`config.mk`:
```
export PLATFORM = sky130hd
export DESIGN_NAME = frame_buf_ctrl_flat
export DESIGN_NICKNAME = d
export VERILOG_FILES = /design/src/rtl/frame_buf_ctrl_if.sv /design/src/rtl/frame_buf_ctrl.sv /design/src/flat_wrapper.sv
export SDC_FILE = /design/constraint.sdc
export NUM_CORES = 1
export LEC_CHECK = 0
export CAP_MARGIN = 10
export CORE_MARGIN = 8
export CORE_UTILIZATION = 32
export DETAILED_ROUTE_END_ITERATION = 6
export PLACE_DENSITY = 0.72
export SETUP_SLACK_MARGIN = 0.05
export SLEW_MARGIN = 10
export SYNTH_ARGS = -nofsm -noshare
export SYNTH_HDL_FRONTEND = slang
export SYNTH_SLANG_ARGS = --single-unit
```
`constraint.sdc`:
```
create_clock -name clk -period 1.7 [get_ports clk]
set_clock_uncertainty 0.2 [all_clocks]
set_input_delay 0.255 -clock clk [delete_from_list [all_inputs] [get_ports clk]]
set_output_delay 0.255 -clock clk [all_outputs]
set_load 0.02 [all_outputs]
```
`src/rtl/frame_buf_ctrl_if.sv`:
```
// Stream, display and data_mem signals of the ping-pong frame buffer controller.
// master is the controller's view; slave is the capture/display/memory side.
interface frame_buf_ctrl_if #(
    parameter int DATA_WIDTH = 16,
    parameter int ADDR_WIDTH = 3
);
    logic                  in_valid;
    logic                  in_ready;
    logic [DATA_WIDTH-1:0] in_data;
    logic                  out_valid;
    logic                  out_ready;
    logic [DATA_WIDTH-1:0] out_data;
    logic                  wr_frame_done;
    logic                  rd_frame_done;
    logic                  mem_wr_en;
    logic [ADDR_WIDTH-1:0] mem_wr_addr;
    logic [DATA_WIDTH-1:0] mem_wr_data;
    logic                  mem_rd_en;
    logic [ADDR_WIDTH-1:0] mem_rd_addr;
    logic [DATA_WIDTH-1:0] mem_rd_data;

    modport master (
        input  in_valid, in_data, out_ready, mem_rd_data,
        output in_ready, out_valid, out_data, wr_frame_done, rd_frame_done,
               mem_wr_en, mem_wr_addr, mem_wr_data, mem_rd_en, mem_rd_addr
    );

    modport slave (
        output in_valid, in_data, out_ready, mem_rd_data,
        input  in_ready, out_valid, out_data, wr_frame_done, rd_frame_done,
               mem_wr_en, mem_wr_addr, mem_wr_data, mem_rd_en, mem_rd_addr
    );
endinterface

```
`src/rtl/frame_buf_ctrl.sv`:
```
// Ping-pong frame buffer controller: the writer fills one data_mem bank while
// the reader drains the other, each side swapping banks on its own frame end.
module frame_buf_ctrl #(
    parameter int DATA_WIDTH = 16,
    parameter int ADDR_WIDTH = 3
) (
    input  logic             clk,
    input  logic             reset,
    frame_buf_ctrl_if.master bus
);
    localparam int FRAME_LEN = 2 ** (ADDR_WIDTH - 1);
    localparam int PW        = ADDR_WIDTH - 1;
    localparam logic [PW-1:0] LAST_PTR = PW'(FRAME_LEN - 1);

    typedef enum logic [1:0] {
        R_IDLE,
        R_ISSUE,
        R_CAPTURE,
        R_PRESENT
    } rd_state_t;

    rd_state_t             r_state;
    rd_state_t             w_state_nxt;
    logic                  r_wr_bank;
    logic [PW-1:0]         r_wr_ptr;
    logic                  r_rd_bank;
    logic [PW-1:0]         r_rd_ptr;
    logic [1:0]            r_bank_full;
    logic                  r_out_valid;
    logic [DATA_WIDTH-1:0] r_out_data;
    logic                  r_wr_done;
    logic                  r_rd_done;

    logic                  w_in_ready;
    logic                  w_wr_acc;
    logic                  w_wr_last;
    logic                  w_rd_hs;
    logic                  w_rd_last;
    logic                  w_mem_rd_en;
    logic [1:0]            w_full_set;
    logic [1:0]            w_full_clr;

    assign w_in_ready = reset & ~r_bank_full[r_wr_bank];
    assign w_wr_acc   = bus.in_valid & w_in_ready;
    assign w_wr_last  = w_wr_acc & (r_wr_ptr == LAST_PTR);
    assign w_rd_hs    = (r_state == R_PRESENT) & bus.out_ready;
    assign w_rd_last  = w_rd_hs & (r_rd_ptr == LAST_PTR);

    // The writer only sets a non-full bank and the reader only clears a full
    // one, so set and clear never collide on the same bit.
    assign w_full_set = w_wr_last ? (2'b01 << r_wr_bank) : 2'b00;
    assign w_full_clr = w_rd_last ? (2'b01 << r_rd_bank) : 2'b00;

    always_ff @(posedge clk or negedge reset) begin
        if (!reset) begin
            r_wr_bank <= 1'b0;
            r_wr_ptr  <= '0;
            r_wr_done <= 1'b0;
        end else begin
            r_wr_done <= w_wr_last;
            if (w_wr_acc) begin
                if (w_wr_last) begin
                    r_wr_ptr  <= '0;
                    r_wr_bank <= ~r_wr_bank;
                end else begin
                    r_wr_ptr  <= r_wr_ptr + PW'(1);
                end
            end
        end
    end

    always_ff @(posedge clk or negedge reset) begin
        if (!reset) begin
            r_bank_full <= 2'b00;
        end else begin
            r_bank_full <= (r_bank_full | w_full_set) & ~w_full_clr;
        end
    end

    always_ff @(posedge clk or negedge reset) begin
        if (!reset) begin
            r_state <= R_IDLE;
        end else begin
            r_state <= w_state_nxt;
        end
    end

    always_comb begin
        w_state_nxt = r_state;
        w_mem_rd_en = 1'b0;
        case (r_state)
            R_IDLE: begin
                if (r_bank_full[r_rd_bank]) begin
                    w_state_nxt = R_ISSUE;
                end
            end
            R_ISSUE: begin
                w_mem_rd_en = 1'b1;
                w_state_nxt = R_CAPTURE;
            end
            R_CAPTURE: begin
                w_state_nxt = R_PRESENT;
            end
            R_PRESENT: begin
                if (bus.out_ready) begin
                    w_state_nxt = (r_rd_ptr == LAST_PTR) ? R_IDLE : R_ISSUE;
                end
            end
            default: begin
                w_state_nxt = R_IDLE;
            end
        endcase
    end

    // mem_rd_data is valid during R_CAPTURE, one cycle after the R_ISSUE read.
    always_ff @(posedge clk or negedge reset) begin
        if (!reset) begin
            r_rd_bank   <= 1'b0;
            r_rd_ptr    <= '0;
            r_out_valid <= 1'b0;
            r_out_data  <= '0;
            r_rd_done   <= 1'b0;
        end else begin
            r_rd_done <= w_rd_last;
            if (r_state == R_CAPTURE) begin
                r_out_data  <= bus.mem_rd_data;
                r_out_valid <= 1'b1;
            end
            if (w_rd_hs) begin
                r_out_valid <= 1'b0;
                if (w_rd_last) begin
                    r_rd_ptr  <= '0;
                    r_rd_bank <= ~r_rd_bank;
                end else begin
                    r_rd_ptr  <= r_rd_ptr + PW'(1);
                end
            end
        end
    end

    assign bus.in_ready      = w_in_ready;
    assign bus.mem_wr_en     = w_wr_acc;
    assign bus.mem_wr_addr   = {r_wr_bank, r_wr_ptr};
    assign bus.mem_wr_data   = bus.in_data;
    assign bus.mem_rd_en     = w_mem_rd_en;
    assign bus.mem_rd_addr   = {r_rd_bank, r_rd_ptr};
    assign bus.out_valid     = r_out_valid;
    assign bus.out_data      = r_out_data;
    assign bus.wr_frame_done = r_wr_done;
    assign bus.rd_frame_done = r_rd_done;
endmodule
```
`src/flat_wrapper.sv`:
```
// flat-port wrapper written by rule: the top's interface ports become plain ports
module frame_buf_ctrl_flat 
#(
    parameter int DATA_WIDTH = 16,
    parameter int ADDR_WIDTH = 3
)
  (clk, reset, bus_in_valid, bus_in_data, bus_out_ready, bus_mem_rd_data, bus_in_ready, bus_out_valid, bus_out_data, bus_wr_frame_done, bus_rd_frame_done, bus_mem_wr_en, bus_mem_wr_addr, bus_mem_wr_data, bus_mem_rd_en, bus_mem_rd_addr);
  frame_buf_ctrl_if #(.DATA_WIDTH(DATA_WIDTH), .ADDR_WIDTH(ADDR_WIDTH)) bus_i ();
  input  logic clk;
  input  logic reset;
  input wire logic [$bits(bus_i.in_valid)-1:0] bus_in_valid;
  input wire logic [$bits(bus_i.in_data)-1:0] bus_in_data;
  input wire logic [$bits(bus_i.out_ready)-1:0] bus_out_ready;
  input wire logic [$bits(bus_i.mem_rd_data)-1:0] bus_mem_rd_data;
  output wire logic [$bits(bus_i.in_ready)-1:0] bus_in_ready;
  output wire logic [$bits(bus_i.out_valid)-1:0] bus_out_valid;
  output wire logic [$bits(bus_i.out_data)-1:0] bus_out_data;
  output wire logic [$bits(bus_i.wr_frame_done)-1:0] bus_wr_frame_done;
  output wire logic [$bits(bus_i.rd_frame_done)-1:0] bus_rd_frame_done;
  output wire logic [$bits(bus_i.mem_wr_en)-1:0] bus_mem_wr_en;
  output wire logic [$bits(bus_i.mem_wr_addr)-1:0] bus_mem_wr_addr;
  output wire logic [$bits(bus_i.mem_wr_data)-1:0] bus_mem_wr_data;
  output wire logic [$bits(bus_i.mem_rd_en)-1:0] bus_mem_rd_en;
  output wire logic [$bits(bus_i.mem_rd_addr)-1:0] bus_mem_rd_addr;
  assign bus_i.in_valid = bus_in_valid;
  assign bus_i.in_data = bus_in_data;
  assign bus_i.out_ready = bus_out_ready;
  assign bus_i.mem_rd_data = bus_mem_rd_data;
  assign bus_in_ready = bus_i.in_ready;
  assign bus_out_valid = bus_i.out_valid;
  assign bus_out_data = bus_i.out_data;
  assign bus_wr_frame_done = bus_i.wr_frame_done;
  assign bus_rd_frame_done = bus_i.rd_frame_done;
  assign bus_mem_wr_en = bus_i.mem_wr_en;
  assign bus_mem_wr_addr = bus_i.mem_wr_addr;
  assign bus_mem_wr_data = bus_i.mem_wr_data;
  assign bus_mem_rd_en = bus_i.mem_rd_en;
  assign bus_mem_rd_addr = bus_i.mem_rd_addr;
  frame_buf_ctrl #(.DATA_WIDTH(DATA_WIDTH), .ADDR_WIDTH(ADDR_WIDTH)) u_core (.clk(clk), .reset(reset), .bus(bus_i));
endmodule
```
; After elaboration in Yosys (flattened, before gate mapping)
; Cells that the tools add are included.
; Widths: inputs -> output; s select.
[word_totals]
ff_bits = 29
inputBits = 36
output_inout_bits = 44
word_cells = 54
[classes]
add_sub_neg = 2
n_lt_le_gt_ge = 2
n_eq_ne = 7
n_shift = 2
mux = 15
bitwise_logic = 11
reduce_logical = 5
[op_table]
columns = cell, n
row1 = $mux 2, 6
row2 = $eq 2x2->1 const B, 4
row3 = $mux 1, 8
row4 = $pmux 2 s4, 1
row5 = $reduce_and 2->1, 3
row6 = $and 1x1->1, 5
row7 = $add 2x1->2 const B, 2
row8 = $lt 1x2->1 const B, 2
row9 = $shl 1x1->2 const A, 2
row10 = $not 1->1, 3
row11 = $and 2x2->2, 1
row12 = $eq 2x1->1 const B, 1
row13 = $logic_not 2->1, 1
row14 = $ne 2x1->1 const B, 1
row15 = $ne 2x2->1 const B, 1
row16 = $not 2->2, 1
row17 = $or 2x2->2, 1
row18 = $reduce_bool 2->1, 1

; Logic depth before layout (Yosys ltp)
; Gate-level depths: netlist of the first run.
[logic_depth]
depth_word = 9
depth_mapped = 5
depth_no_buf = 5

; Worst setup path before layout of the first run
; OpenSTA, ideal clock, no wires.
[synth_path]
path_kind = flip-flop to flip-flop
from = register u_core.r_state[0]
to = register u_core.r_out_data[0], in the netlist u_core.bus.out_data[0]
setup_ns = 0.125
t_arrival_ns = 1.369
required_time_ns = 1.375
setup_slack_ns = 0.007
stages_incl_launch_ff = 6
path_buffers = 2
synth_period_minus_slack_ns = 1.693
cell_sequence = dfrtp_1 -> inv_1 -> ha_1 -> buf_2 -> buf_2 -> mux2_2
[synth_between]
elab_chain_len = 1
[synth_lines]
columns = element, line_no
row1 = start: declaration, frame_buf_ctrl.sv:22  ; rd_state_t r_state;
row2 = start signal: assignment, frame_buf_ctrl.sv:84  ; r_state <= w_state_nxt;
row3 = $eq 2x2->1, frame_buf_ctrl.sv:125  ; if (r_state == R_CAPTURE) begin
row4 = end signal: assignment, frame_buf_ctrl.sv:126  ; r_out_data <= bus.mem_rd_data;
row5 = end: declaration, frame_buf_ctrl.sv:30  ; logic [DATA_WIDTH-1:0] r_out_data;
; No other way between the ends.
; A chain may end at the register's enable or synchronous reset.

; Worst setup path in the final report of the first run
[layout_path]
from = register u_core.r_wr_bank
to = output bus_in_ready
[layout_between]
elab_chain_len = 4
[layout_lines]
columns = element, line_no
row1 = start: declaration, frame_buf_ctrl.sv:24  ; logic r_wr_bank;
row2 = start signal: assignment, frame_buf_ctrl.sv:64  ; r_wr_bank <= ~r_wr_bank;
row3 = $mux 1 (not written as such) (2 in series), frame_buf_ctrl.sv:43  ; assign w_in_ready = reset & ~r_bank_full[r_wr_bank];
row4 = $not 1->1, frame_buf_ctrl.sv:43
row5 = $and 1x1->1, frame_buf_ctrl.sv:43
row6 = end: declaration, flat_wrapper.sv:15  ; output wire logic [$bits(bus_i.in_ready)-1:0] bus_in_ready;
; No other way between the ends. The select of a mux whose other input is x is not followed.

==> impl_metrics.env, run 1 <==
export IMPL_critPathCaptureType="output pin"
export IMPL_die_area_mm2=0.006675
export IMPL_fin_ws_ns=-0.03555
export IMPL_numCtsBuffers=5
export IMPL_io_buffers=47
export IMPL_viasPerCell=4.463
export IMPL_placed_area_mm2=0.001856
export IMPL_leakage_nw=0.9144
export IMPL_synthCells=106
export IMPL_peakVddDrop_mv=0.4641
export IMPL_ys_warn_count=0
export IMPL_h_tree_depth=2
export IMPL_die_x_um=81.70
export IMPL_io_pins=80
export IMPL_worst_slew_pin_slew_ns=0.2452
export IMPL_finalCriticalPeriod_ns=1.736
export IMPL_ys_seq_area_share_pct=52.54
export IMPL_cts_tree="done"
export IMPL_firstDrtPassIters=4
export IMPL_setup_viol=2
export IMPL_diodes=0
export IMPL_initial_core_util_pct=32.39
export IMPL_numClockSinks=29
export IMPL_avgSynthCellArea_um2=13.03
export IMPL_grt_ovfl_total=0
export IMPL_r2r_slack_ns=0.05
export IMPL_hold_violations=0
export IMPL_seqPwrFrac_pct=32.3
export IMPL_maxCapViolCount=0
export IMPL_p_int_mw=2.403
export IMPL_grt_max_degree=32
export IMPL_fin_nets=196
export IMPL_synth_area_mm2=0.001381
export IMPL_critPathRequiredTime_ns=1.24
export IMPL_finalCritPeriodShare_pct=102.1
export IMPL_area_growth_synth_to_final_pct=40.94
export IMPL_first_global_vias=1010
export IMPL_powerDensity_mw_per_mm2=1975
export IMPL_combPwrFrac_pct=53.6
export IMPL_p_sw_share_pct=37.50
export IMPL_clkLatencyLatePin_ns=0.27
export IMPL_start_kind="flop"
export IMPL_fmax_ghz=0.5762
export IMPL_status="finished with violations"
export IMPL_pre_cts_slack_ns=-0.2916
export IMPL_p_clk_share_pct=14.1
export IMPL_grt_pass1_wl_mm=4.981
export IMPL_postRouteAntennaNets=0
export IMPL_cp_max_fo=2
export IMPL_grtUsageTotal_pct=9.711
export IMPL_dp_hpwl_mm=2.606
export IMPL_cts_root_buffer="clkbuf_8"
export IMPL_syn_nets=149
export IMPL_cts_buffer_depth=2
export IMPL_power_switching_mw=1.442
export IMPL_drtIter0Drc=28
export IMPL_crit_type="reg -> out"
export IMPL_routedWlPerCell_um=15.76
export IMPL_maxSlewHeadroom_pct=83.19
export IMPL_clk_pin_slew_worst_paths_ns=0.06
export IMPL_crit_arrival_ns=1.28
export IMPL_design_area_mm2=0.001947
export IMPL_report_final_slew_viol_count=0
export IMPL_num_rows=24
export IMPL_hold_class="in -> async"
export IMPL_die_y_um=81.70
export IMPL_drcViolationCount=0
export IMPL_synth_seq_cells=29
export IMPL_routed_wl_mm=3.230
export IMPL_violations="setup timing"
export IMPL_drive_gt1_share_pct=32.03
export IMPL_cts_hold_buf=0
export IMPL_num_vias=915
export IMPL_total_power_mw=3.845
export IMPL_core_mm2=0.004264
export IMPL_rsz0062_at_grt="true"
export IMPL_synth_cell_types=27
export IMPL_antenna_found_initial=0
export IMPL_finalSetupTns_ns=-0.03855
export IMPL_gp_congestion=0.7060
## final timing paths
path                                                   from                             endpoint  depth (start not counted)
max in group asynchronous                             reset  u_core.bus.out_data[14]$_DFFE_PN0P_                          2
min in group clk           u_core.bus.out_valid$_DFFE_PN0P_     u_core.bus.out_valid$_DFFE_PN0P_                          1
setup reg to reg               u_core.r_wr_bank$_DFFE_PN0P_       u_core.r_wr_ptr[0]$_DFFE_PN0P_                          5
hold reg to reg            u_core.bus.out_valid$_DFFE_PN0P_     u_core.bus.out_valid$_DFFE_PN0P_                          1
setup / recovery               u_core.r_wr_bank$_DFFE_PN0P_                         bus_in_ready                          4
hold / removal                                        reset   u_core.bus.wr_frame_done$_DFF_PN0_                          2
## placed cells by master, fill, tap and decap left out, types with 3 or more instances in the layout
| master | instances |
|---|---|
| dfrtp_1 | 29 |
| dlygate4sd2_1 | 25 |
| clkdlybuf4s50_1 | 19 |
| mux2_2 | 18 |
| buf_4 | 12 |
| clkbuf_8 | 7 |
| ha_1 | 5 |
| nor2_1 | 3 |
## logic make-up after synthesis
logic type | synth area share [%]
AOI/OAI and AO/OA | 5.164
and+or+nand+nor | 4.892
DFF | 52.54
xor gates and xnor gates | 0.6342
buffers and inverters | 12.14
muxes | 18.30
adders and majority gates | 6.340
## area by class of cell
cell class                      count  area (um2)
Fill cell                         397        2317
Sequential cell                    29       725.7
Timing Repair Buffer               61       560.5
Multi-Input combinational cell     53       498.0
Clock buffer                        7       86.33
Tap cell                           52       65.06
Inverter                            3       11.26
## synthesized netlist by cell type
cell / instances / area share [%]
inv_1: 3 / 0.82
mux2i_1: 2 / 1.4
mux2_4: 2 / 2.2
a21oi_1: 2 / 0.72
a21o_1: 1 / 0.54
o21ai_0: 1 / 0.36
and2_2: 1 / 0.54
buf_6: 1 / 0.82
a211oi_1: 1 / 0.54
mux2_2: 18 / 15
and2_1: 1 / 0.45
buf_4: 18 / 9.8
nor3_1: 2 / 0.72
xnor2_1: 1 / 0.63
ha_1: 7 / 6.3
o22a_1: 1 / 0.63
nor2_1: 3 / 0.82
o31ai_1: 1 / 0.54
a2bb2oi_1: 1 / 0.63
a41oi_1: 1 / 0.63
nor2b_1: 2 / 0.91
and3_1: 1 / 0.45
dfrtp_1: 29 / 53
o21a_1: 1 / 0.54
nand3_1: 2 / 0.72
buf_2: 2 / 0.72
nand2_1: 1 / 0.27
## per-layer routing
metal  GRT usage, %  vias up  part of all wire, %
li1               -      437                    -
met1          9.367      432                   33
met2          17.34       42                   54
met3          3.720        4                   11
met4          5.614        0                  1.4
met5              0        -                    0
## stage by stage
step | hold slack [ns] | util [%] | cells
finish | 0.2056 | 45.66 | 205
global route | 0.2533 | 45.66 | 205
CTS | 0.2019 | 45.13 | 203
detailed placement | 0.2760 | 43.52 | 195
global placement | 0.2642 | 43.52 | 195
floorplan | -0.2406 | - | 106
## power groups by stage
stage | combinational, mW | sequential, mW | clock [mW]
5_1_grt | 2.21 | 1.29 | 0.594
6_report | 2.06 | 1.24 | 0.541
3_5_place_dp | 2.21 | 1.26 | 0
4_1_cts | 2.05 | 1.24 | 0.566
2_1_floorplan | 0.934 | 1.58 | 0
3_3_place_gp | 2.12 | 1.23 | 0
## critical path, stage by stage (launching register included)
cell and delay [ns]:
dfrtp_1 0.37, mux2i_1 0.25, buf_4 0.15, and2_4 0.13, buf_6 0.11
## registers in the layout, summed over array words and instances, names as in the netlist, 2 cells and up
signal	count
u_core.r_rd_ptr	2
u_core.bus.out_data	16
u_core.r_state	2
u_core.r_bank_full	2
u_core.r_wr_ptr	2
## repair_timing
item                       in CTS  in global routing
pin swaps                       0                  2
setup endpoints to repair      30                 14
setup buffers                   1                  2
gates resized for setup        41                  8
(Power assumes the default switching activity.)
==> run 2: changes to the inputs <==
==> constraint.sdc (replaced) <==
create_clock -name clk -period 1.7 [get_ports clk]
set_clock_uncertainty 0.2 [all_clocks]
set_input_delay 0.34 -clock clk [delete_from_list [all_inputs] [get_ports clk]]
set_output_delay 0.34 -clock clk [all_outputs]
set_load 0.02 [all_outputs]
==> run 2 against run 1 <==
Flip-flop and latch count unchanged; first-iteration DRC count rose by 29%; highest routed layer unchanged; via count up 4.6%; the run still ends with setup timing left; wire length grew 8.0%; clock power up 13%; cell count grew 1.5%; hold slack better by 0.072 ns; cell area is 3.9% higher; non-clock buffer count increased by 2.
==> impl_metrics.env, run 2 (synthesis results as in run 1) <==
export IMPL_status="finished with violations"
export IMPL_violations="setup timing"
export IMPL_fin_ws_ns=-0.1140
export IMPL_multi_input_area_um2=541.8
export IMPL_clkLatencyLatePin_ns=0.27
export IMPL_maxSlewHeadroom_pct=80.36
export IMPL_cts_root_buffer="clkbuf_8"
export IMPL_fillCellCount=373
export IMPL_finalCritPeriodShare_pct=106.7
export IMPL_gp_congestion=0.7002
export IMPL_viasPerCell=4.601
export IMPL_area_sequential_um2=726.9
export IMPL_hold_depth=1
export IMPL_clk_pin_slew_worst_paths_ns=0.06
export IMPL_r2r_start="u_core.r_state[0]$_DFFE_PN0P_"
export IMPL_grtUsageTotal_pct=10.62
export IMPL_num_vias=957
export IMPL_cts_hold_buf=0
export IMPL_maxCapViolCount=0
export IMPL_firstDrtPassIters=4
export IMPL_critical_path_max_stage_delay_ns=0.38
export IMPL_critPathBufInv=1
export IMPL_hold_class="reg -> reg"
export IMPL_die_y_um=81.70
export IMPL_critPathRequiredTime_ns=1.16
export IMPL_routed_wl_mm=3.488
export IMPL_die_area_mm2=0.006675
export IMPL_crit_arrival_ns=1.27
export IMPL_mostFrequentLayoutCell="dfrtp_1"
export IMPL_dp_hpwl_mm=2.612
export IMPL_core_mm2=0.004264
export IMPL_hold_path_end="u_core.bus.out_valid$_DFFE_PN0P_"
export IMPL_antenna_found_initial=0
export IMPL_postRouteAntennaNets=0
export IMPL_die_x_um=81.70
export IMPL_cts_tree="done"
export IMPL_crit_family="flip-flops"
export IMPL_numClockSinks=29
export IMPL_hold_start="u_core.bus.out_valid$_DFFE_PN0P_"
export IMPL_drcViolationCount=0
export IMPL_fmax_ghz=0.5513
export IMPL_hold_violations=0
export IMPL_diodes=0
export IMPL_drive_gt1_share_pct=39.10
export IMPL_r2r_slack_ns=0.07
export IMPL_io_buffers=47
export IMPL_crit_start="u_core.r_wr_bank$_DFFE_PN0P_"
export IMPL_powerDensity_mw_per_mm2=2015
export IMPL_regToRegEndpoint="u_core.bus.out_data[3]$_DFFE_PN0P_"
export IMPL_fin_nets=198
export IMPL_area_growth_synth_to_final_pct=46.47
export IMPL_setup_viol=2
export IMPL_initial_core_util_pct=32.39
export IMPL_hold_worst_slack_ns=0.2778
export IMPL_crit_type="reg -> out"
export IMPL_report_final_slew_viol_count=0
export IMPL_worstSetupPathDepth=3
export IMPL_ff2ff_path_depth=4
export IMPL_slowest_stage="dfrtp_1"
export IMPL_routedWlPerCell_um=16.77
export IMPL_final_core_util_pct=47.45
export IMPL_finalCriticalPeriod_ns=1.814
export IMPL_cts_buffer_depth=2
export IMPL_grt_ovfl_total=0
export IMPL_io_pins=80
export IMPL_final_cell_mix="28 x dfrtp_1, 24 x dlygate4sd2_1, 19 x clkdlybuf4s50_1"
export IMPL_cp_max_fo=2
export IMPL_first_global_vias=1062
export IMPL_start_kind="flop"
export IMPL_drtIter0Drc=36
export IMPL_grt_max_degree=32
export IMPL_numCtsBuffers=5
export IMPL_peakVddDrop_mv=0.5611
export IMPL_grt_pass1_wl_mm=5.285
export IMPL_rsz0062_at_grt="true"
export IMPL_leakage_nw=0.9407
export IMPL_h_tree_depth=2
export IMPL_num_rows=24
export IMPL_crit_chain="mux2i_2 -> and3_4 -> buf_6"
export IMPL_critPathCaptureType="output pin"
export IMPL_worst_slew_pin_slew_ns=0.2889
export IMPL_largest_register_ff_count=16
run 2: per-stage QoR:
stage               area [um2]  setup TNS [ns]  std cells  power (mW)  setup WS, ns
floorplan                 1384               0        106       2.513       0.05748
global placement          1886          -1.338        199       3.405       -0.4311
detailed placement        1886          -2.061        199       3.523       -0.5282
CTS                       1979         -0.2448        207       3.994       -0.1562
global route              2023         -0.2742        208       4.328       -0.1564
finish                    2023         -0.1957        208       4.077       -0.1140
run 2: routing by layer:
metal,up-vias,GRT usage (%),part of all wire [%]
met5,-,0,0
met4,0,5.614,1.3
met3,4,4.376,11
met2,50,19.81,56
met1,459,9.552,32
li1,444,-,-
run 2: timing repair:
action,in CTS,in global routing
setup buffers,0,2
endpoints found under the setup margin,31,26
pin swaps,1,1
gates resized for setup,49,14
run 2: worst max path at each step:
stage | end | slack, ns
2_1_floorplan | u_core.bus.out_data[0]$_DFFE_PN0P_ | 0.06
4_1_cts | bus_mem_wr_en | -0.16
3_5_place_dp | bus_mem_wr_en | -0.53
5_1_grt | bus_mem_wr_en | -0.16
6_report | bus_mem_wr_en | -0.11
3_3_place_gp | bus_mem_wr_en | -0.43
run 2: cell type report:
class	instances	area share [%]
Sequential cell	29	35.93
Clock inverter	1	0.2474
Timing Repair Buffer	63	28.51
Multi-Input combinational cell	53	26.78
Clock buffer	7	4.762
Inverter	3	0.5566
Tap cell	52	3.216
run 2: power by group:
group | total [mW] | switching, mW | internal, mW | leakage (nW)
sequential | 1.24 | 0.203 | 1.04 | 0.344
combinational | 2.23 | 1.09 | 1.14 | 0.543
clock | 0.609 | 0.244 | 0.365 | 0.0542
